**config.mk**
```make
export PLATFORM = sky130hd
export DESIGN_NAME = pipe_fetch
export DESIGN_NICKNAME = d
export VERILOG_FILES = /design/src/rtl/pipe_fetch_pkg.sv /design/src/rtl/pipe_fetch_skid.sv /design/src/rtl/pipe_fetch.sv
export SDC_FILE = /design/constraint.sdc
export NUM_CORES = 1
export LEC_CHECK = 0
export CAP_MARGIN = 10
export CORE_MARGIN = 10
export CORE_UTILIZATION = 64
export CTS_CLUSTER_SIZE = 24
export DETAILED_ROUTE_END_ITERATION = 7
export DONT_BUFFER_PORTS = 1
export PLACE_DENSITY = 0.81
export RECOVER_POWER = 25
export SLEW_MARGIN = 20
export SYNTH_ARGS = -nofsm -noshare
export SYNTH_HDL_FRONTEND = slang
export SYNTH_HIERARCHICAL = 1
export SYNTH_SLANG_ARGS = --single-unit
```
**constraint.sdc**
```tcl
create_clock -name clk -period 2.4 [get_ports clk]
set_input_delay 0.6 -clock clk [delete_from_list [all_inputs] [get_ports clk]]
set_output_delay 0.6 -clock clk [all_outputs]
set_load 0.005 [all_outputs]
```
**src/rtl/pipe_fetch_pkg.sv**
```systemverilog
`timescale 1ns/1ps
`default_nettype none
// ============================================================================
// Module   : pipe_fetch_pkg
// Purpose  : Shared constants, FSM encoding and helpers for the fetch stage.
// Revision : 1.0 - initial release
// ============================================================================
package pipe_fetch_pkg;

  localparam logic [31:0] NOP_INSTR  = 32'h0000_0000;
  localparam int unsigned WORD_BYTES = 4;

  typedef enum logic [0:0] {
    ST_FETCH = 1'b0,
    ST_FULL  = 1'b1
  } fetch_state_t;

  // Fetch addresses are always word aligned; low address bits are discarded.
  function automatic logic [31:0] word_align(input logic [31:0] addr);
    return {addr[31:2], 2'b00};
  endfunction

endpackage
`default_nettype wire

```
**src/rtl/pipe_fetch_skid.sv**
```systemverilog
`timescale 1ns/1ps
`default_nettype none
// ============================================================================
// Module   : pipe_fetch_skid
// Purpose  : One-entry {instr, pcplus4} holding register absorbing a fetch
//            response that arrives while ID is stalled.
// Revision : 1.0 - initial release
// ============================================================================
module pipe_fetch_skid
  import pipe_fetch_pkg::*;
(
  input  logic        clk,
  input  logic        reset,
  input  logic        load,
  input  logic [31:0] load_instr,
  input  logic [31:0] load_pcplus4,
  input  logic        drain,
  input  logic        clear,
  output logic        full,
  output logic [31:0] instr,
  output logic [31:0] pcplus4
);

  logic        r_full;
  logic [31:0] r_instr;
  logic [31:0] r_pcplus4;

  always_ff @(posedge clk or negedge reset) begin
    if (!reset) begin
      r_full    <= 1'b0;
      r_instr   <= NOP_INSTR;
      r_pcplus4 <= 32'h0;
    end else begin
      if (clear || drain) begin
        r_full <= 1'b0;
      end else if (load) begin
        r_full <= 1'b1;
      end
      if (load) begin
        r_instr   <= load_instr;
        r_pcplus4 <= load_pcplus4;
      end
    end
  end

  assign full    = r_full;
  assign instr   = r_instr;
  assign pcplus4 = r_pcplus4;

endmodule
`default_nettype wire

```
**src/rtl/pipe_fetch.sv**
```systemverilog
`timescale 1ns/1ps
`default_nettype none
// ============================================================================
// Module   : pipe_fetch
// Purpose  : Instruction-fetch stage: owns the fetch PC, reads instruction
//            memory over req/ack and feeds the IF/ID register.
// Revision : 1.0 - initial release
// ============================================================================
module pipe_fetch
  import pipe_fetch_pkg::*;
#(
  parameter logic [31:0] RESET_PC = 32'h0000_0000
)(
  input  logic        clk,
  input  logic        reset,
  input  logic        stall,
  input  logic        redirect,
  input  logic [31:0] redirect_pc,
  output logic        imem_req,
  output logic [31:0] imem_addr,
  input  logic        imem_ack,
  input  logic [31:0] imem_rdata,
  output logic        if_valid,
  output logic [31:0] if_instr,
  output logic [31:0] if_pcplus4
);

  localparam logic [31:0] c_PC_STEP = 32'(WORD_BYTES);

  fetch_state_t r_state;
  fetch_state_t w_state_nxt;
  logic         r_started;
  logic [31:0]  r_fetch_pc;
  logic [31:0]  w_fetch_pc_nxt;
  logic         r_kill;
  logic         w_kill_nxt;
  logic [31:0]  r_target_q;
  logic [31:0]  w_target_nxt;
  logic         r_if_valid;
  logic         w_if_valid_nxt;
  logic [31:0]  r_if_instr;
  logic [31:0]  w_if_instr_nxt;
  logic [31:0]  r_if_pcplus4;
  logic [31:0]  w_if_pcplus4_nxt;

  logic         w_skid_load;
  logic         w_skid_drain;
  logic         w_skid_clear;
  logic         w_skid_full;
  logic [31:0]  w_skid_instr;
  logic [31:0]  w_skid_pcplus4;

  logic         w_accept;
  logic         w_ack;
  logic [31:0]  w_pc_plus4;
  logic [31:0]  w_redirect_pc;

  // Request is held low until the first edge after reset release.
  assign imem_req      = r_started && (r_state == ST_FETCH);
  assign imem_addr     = r_fetch_pc;
  assign w_ack         = imem_req && imem_ack;
  assign w_accept      = !r_if_valid || !stall;
  assign w_pc_plus4    = r_fetch_pc + c_PC_STEP;
  assign w_redirect_pc = word_align(redirect_pc);

  always_ff @(posedge clk or negedge reset) begin
    if (!reset) begin
      r_state      <= ST_FETCH;
      r_started    <= 1'b0;
      r_fetch_pc   <= word_align(RESET_PC);
      r_kill       <= 1'b0;
      r_target_q   <= 32'h0;
      r_if_valid   <= 1'b0;
      r_if_instr   <= NOP_INSTR;
      r_if_pcplus4 <= 32'h0;
    end else begin
      r_state      <= w_state_nxt;
      r_started    <= 1'b1;
      r_fetch_pc   <= w_fetch_pc_nxt;
      r_kill       <= w_kill_nxt;
      r_target_q   <= w_target_nxt;
      r_if_valid   <= w_if_valid_nxt;
      r_if_instr   <= w_if_instr_nxt;
      r_if_pcplus4 <= w_if_pcplus4_nxt;
    end
  end

  always_comb begin
    w_state_nxt      = r_state;
    w_fetch_pc_nxt   = r_fetch_pc;
    w_kill_nxt       = r_kill;
    w_target_nxt     = r_target_q;
    w_if_valid_nxt   = r_if_valid;
    w_if_instr_nxt   = r_if_instr;
    w_if_pcplus4_nxt = r_if_pcplus4;
    w_skid_load      = 1'b0;
    w_skid_drain     = 1'b0;
    w_skid_clear     = 1'b0;

    if (redirect) begin
      w_if_valid_nxt = 1'b0;
      w_if_instr_nxt = NOP_INSTR;
      w_skid_clear   = 1'b1;
      if (r_state == ST_FULL) begin
        w_fetch_pc_nxt = w_redirect_pc;
        w_state_nxt    = ST_FETCH;
      end else if (w_ack || !imem_req) begin
        w_fetch_pc_nxt = w_redirect_pc;
        w_kill_nxt     = 1'b0;
      end else begin
        // Address must stay put until the in-flight read completes.
        w_kill_nxt   = 1'b1;
        w_target_nxt = w_redirect_pc;
      end
    end else if (r_state == ST_FETCH) begin
      if (w_ack && r_kill) begin
        w_fetch_pc_nxt = r_target_q;
        w_kill_nxt     = 1'b0;
        if (w_accept) begin
          w_if_valid_nxt = 1'b0;
        end
      end else if (w_ack) begin
        w_fetch_pc_nxt = w_pc_plus4;
        if (w_accept) begin
          w_if_valid_nxt   = 1'b1;
          w_if_instr_nxt   = imem_rdata;
          w_if_pcplus4_nxt = w_pc_plus4;
        end else begin
          w_skid_load = 1'b1;
          w_state_nxt = ST_FULL;
        end
      end else if (w_accept) begin
        w_if_valid_nxt = 1'b0;
      end
    end else begin
      if (!stall && w_skid_full) begin
        w_if_valid_nxt   = 1'b1;
        w_if_instr_nxt   = w_skid_instr;
        w_if_pcplus4_nxt = w_skid_pcplus4;
        w_skid_drain     = 1'b1;
        w_state_nxt      = ST_FETCH;
      end
    end
  end

  pipe_fetch_skid u_skid (
    .clk          (clk),
    .reset        (reset),
    .load         (w_skid_load),
    .load_instr   (imem_rdata),
    .load_pcplus4 (w_pc_plus4),
    .drain        (w_skid_drain),
    .clear        (w_skid_clear),
    .full         (w_skid_full),
    .instr        (w_skid_instr),
    .pcplus4      (w_skid_pcplus4)
  );

  assign if_valid   = r_if_valid;
  assign if_instr   = r_if_instr;
  assign if_pcplus4 = r_if_pcplus4;

endmodule
`default_nettype wire

```
==> results.md <==
- The core region area is 14600 um^2.
- The part of the Yosys area used for sequential elements is 50.5%.
- The power density over the cells is 820 nW/um^2.
- The total overflow reported by the global router is 0.
- The number of antenna violations at the first check in global routing is 0.
- The wire length per cell is 23.6 um.
- The number of max-cap violations is 0.
- Buffers placed on the I/O ports in this run total 0.
- The worst register-to-register path ends at u_skid/pcplus4[24].
- The total count of hold-check failures in the final report came to 193.
- The first-pass GRT wire length is 40.0 mm.
- The flow ran to the end, but the final reports show violations.
- The filler cells instantiated in the layout total 1052.
- The worst setup path is captured at a flop.
- For the pin with the worst max-slew slack, the measured transition is 0.653 ns.
- The overall die height is 142 um.
- After clock tree synthesis, the clock-pin slew on the worst setup and hold paths is 0.07 ns.
- After detailed placement, the total cell area comes to 9960 um^2.
- The tightest hold path in the finished design has a slack of -0.147 ns.
- The synthesized netlist contains 59 unique library cells.
- The count of endpoints failing setup in the final report is 0.
- The via count of the first global-routing pass is 6816.
- Of all nets on the critical path, the largest fanout is 5.
- The fraction of synthesis flops using an asynchronous set or reset pin is 100%.
- After detailed routing, the number of vias per cell comes to 6.53.
- The number of max-slew violations in the final report was 0.
- Yosys printed 6 warnings.
- Setup repair after global routing left no endpoint under its margin.
- The floorplan has 44 rows.
- Setup slack on the worst reg-to-reg path comes out at 0.18 ns.
- In the finished design, the share of the clock period the worst path needs comes to 92.4%.
- The routed layout has 7033 vias.
- The number of instances in the synthesized netlist is 879.
- The number of CTS-inserted buffers is 17.
- The type of the tightest min-delay check is primary input to async pin.
- TritonCTS built the clock tree.
- The final routed DRC violation total is 0.
- The largest buffer count on any clock path is 2.
- The residual antenna-violating net count after detailed routing is 0.
- The antenna diode count is 0.
- The global placement routability congestion is 0.932.
- The pre-antenna-repair detailed-routing pass consisted of 5 iterations.
- For this run, the leading register cell type out of synthesis is sky130_fd_sc_hd__dfrtp_1.
- The power after layout is 0.00866 W.
- CTS placed an instance of sky130_fd_sc_hd__clkbuf_16 at the clock tree root.
- The routed design could run at a clock period as short as 2.22 ns.
- Compared with the post-synthesis result, the final layout area differs by 10.4%.
- At the worst endpoint, the arrival time is 2.54 ns.
- The die covers 20200 um^2.
- The critical path startpoint category is a flop.
- The worst slew margin relative to its limit is 56.5%.
- In this run the number of H-tree levels came out at 4.
- The total track usage is 25.0%.
- The initial standard-cell utilization of the core is 65.6%.
- The wire-length estimate of the detail-placed layout is 17.9 mm.
- Yosys mapped a number of flops with a built-in enable equal to 0.
- The checks that failed: negative hold slack.
- Counting every sink on the clock net gives 193.
- The share of cells above drive strength 1 is 21.3%.
- Summed over all cells, the static leakage comes to 4.60 nW.
- The endpoint required time on the critical path is 2.73 ns.
- Leaving out fill and tap cells, the most frequent cell in the layout is sky130_fd_sc_hd__dfrtp_1.
- After synthesis, the mean cell area works out to 10.9 um^2.
- The routed design has 25.4 mm of wire.
- The worst IR drop on VDD is 0.000637 V.
- The design area is 10600 um^2.
- The clock tree skew after final layout is 0.00819 ns.
- In this run the cell area of the synthesized design comes to 9570 um^2.
- The net count of the finished layout is 951.
- For the final routed database, the setup TNS stands at 0 ns.
- The maximum operating frequency is 0.451 GHz.
- The pin count of the biggest net entering global routing is 194.
- Counting flops and latches in the post-synthesis netlist gives 193.
- The top-level I/O count is 167.
- The later pin in the worst-skew pair is clocked with a latency of 0.44 ns.
- The startpoint of the most critical register-to-register path is imem_addr[5].
- In the layout the commonest cells are sky130_fd_sc_hd__dfrtp_1, sky130_fd_sc_hd__nand2_1, sky130_fd_sc_hd__nor2_1.
- The number of cell instances on the worst register-to-register path is 5.
- The worst setup path is of the flop to flop kind.
- The number of DRC markers after the initial detailed-route iteration is 665.
- The x dimension of the die is 142 um.
- Buffers added to address setup during post-CTS repair amount to 0.
[layout make-up]
type,count,area [um^2],share of cell area [%]
Timing Repair Buffer,53,460,4.36
Clock inverter,9,119,1.13
Clock buffer,22,484,4.58
Multi-Input combinational cell,598,4370,41.4
Sequential cell,193,4830,45.7
Tap cell,184,230,2.18
Inverter,18,67.6,0.640
[through the flow]
stage               util [%]  cells  setup slack, ns
floorplan                  -    882           0.0139
global placement        68.3   1046            0.273
detailed placement      68.3   1046            0.198
CTS                     72.4   1077            0.184
global route            72.4   1077            0.115
finish                  72.4   1077            0.182
[synthesized netlist by cell type, drive strengths merged, types with 5 or more instances]
| cell | number | area, um^2 |
|---|---|---|
| o21a | 7 | 52.6 |
| nor4 | 6 | 52.6 |
| a31oi | 12 | 75.1 |
| nor2 | 57 | 214 |
| nand3 | 35 | 175 |
| mux2i | 44 | 440 |
| a21oi | 33 | 165 |
| o31ai | 32 | 240 |
| buf | 21 | 141 |
| or3 | 14 | 87.6 |
| nand4 | 16 | 100 |
| dfrtp | 193 | 4830 |
| nand2 | 69 | 259 |
| clkbuf | 52 | 195 |
| inv | 18 | 67.6 |
| a311oi | 5 | 43.8 |
| o21ai | 46 | 230 |
| o211ai | 6 | 45.0 |
| and3 | 17 | 106 |
| xnor2 | 19 | 166 |
| mux2 | 94 | 1240 |
| nor3 | 18 | 95.1 |
| xor2 | 8 | 70.1 |
[per-layer routing]
metal / track usage (%) / part of all wire, % / vias up
met1: 34.3 / 42 / 3587
met2: 37.2 / 47 / 256
li1: - / - / 3163
met5: 0 / 0 / -
met4: 7.42 / 1.5 / 0
met3: 7.94 / 9.7 / 27
[critical path, cell delays in order (launching register included)]
cell	delay, ns
sky130_fd_sc_hd__dfrtp_1	0.36
sky130_fd_sc_hd__nand4_1	0.18
sky130_fd_sc_hd__or4_4	0.64
sky130_fd_sc_hd__or3_1	0.50
sky130_fd_sc_hd__xnor2_1	0.17
sky130_fd_sc_hd__mux2_4	0.26
[timing repair]
| action | in CTS | in global routing |
|---|---|---|
| resized for setup | 0 | 0 |
| setup endpoints to repair | 0 | 0 |
| hold endpoints to repair | 193 | 193 |
[sequential cells by signal (all words and copies together), names as in the netlist]
register        flops
if_instr           32
if_pcplus4         32
if_valid            1
imem_addr          30
r_kill              1
r_started           1
r_state             1
r_target_q         30
u_skid/full         1
u_skid/instr       32
u_skid/pcplus4     32
[worst max-delay path by stage]
stage / startpoint / end / slack, ns / depth (start not counted)
finish: imem_addr[5] / u_skid/pcplus4[24] / 0.18 / 5
global route: r_state / if_instr[8] / 0.11 / 6
CTS: imem_addr[5] / u_skid/pcplus4[24] / 0.18 / 5
detailed placement: imem_addr[5] / u_skid/pcplus4[24] / 0.20 / 5
global placement: imem_addr[4] / u_skid/pcplus4[24] / 0.27 / 5
floorplan: redirect / u_skid/instr[0] / 0.01 / 8
[kinds of logic (layout without fill, tap and decap cells)]
family          after synthesis  count (layout)  synth area share, %
xor+xnor                     27              27                 2.47
other cells                   2               5               0.0785
compound gates              172             172                 11.7
flops                       193             193                 50.5
simple gates                255             255                 13.3
buf+inv                      91             102                 4.22
mux                         138             138                 17.6
fa+ha+maj                     1               1                0.131
[power breakdown]
part	internal, W	switching, W	total [W]
clock network	0.00166	0.00125	0.00291
registers	0.00379	0.000423	0.00421
logic	0.000731	0.000805	0.00154
Note: power is estimated with default switching activity, not from simulation.
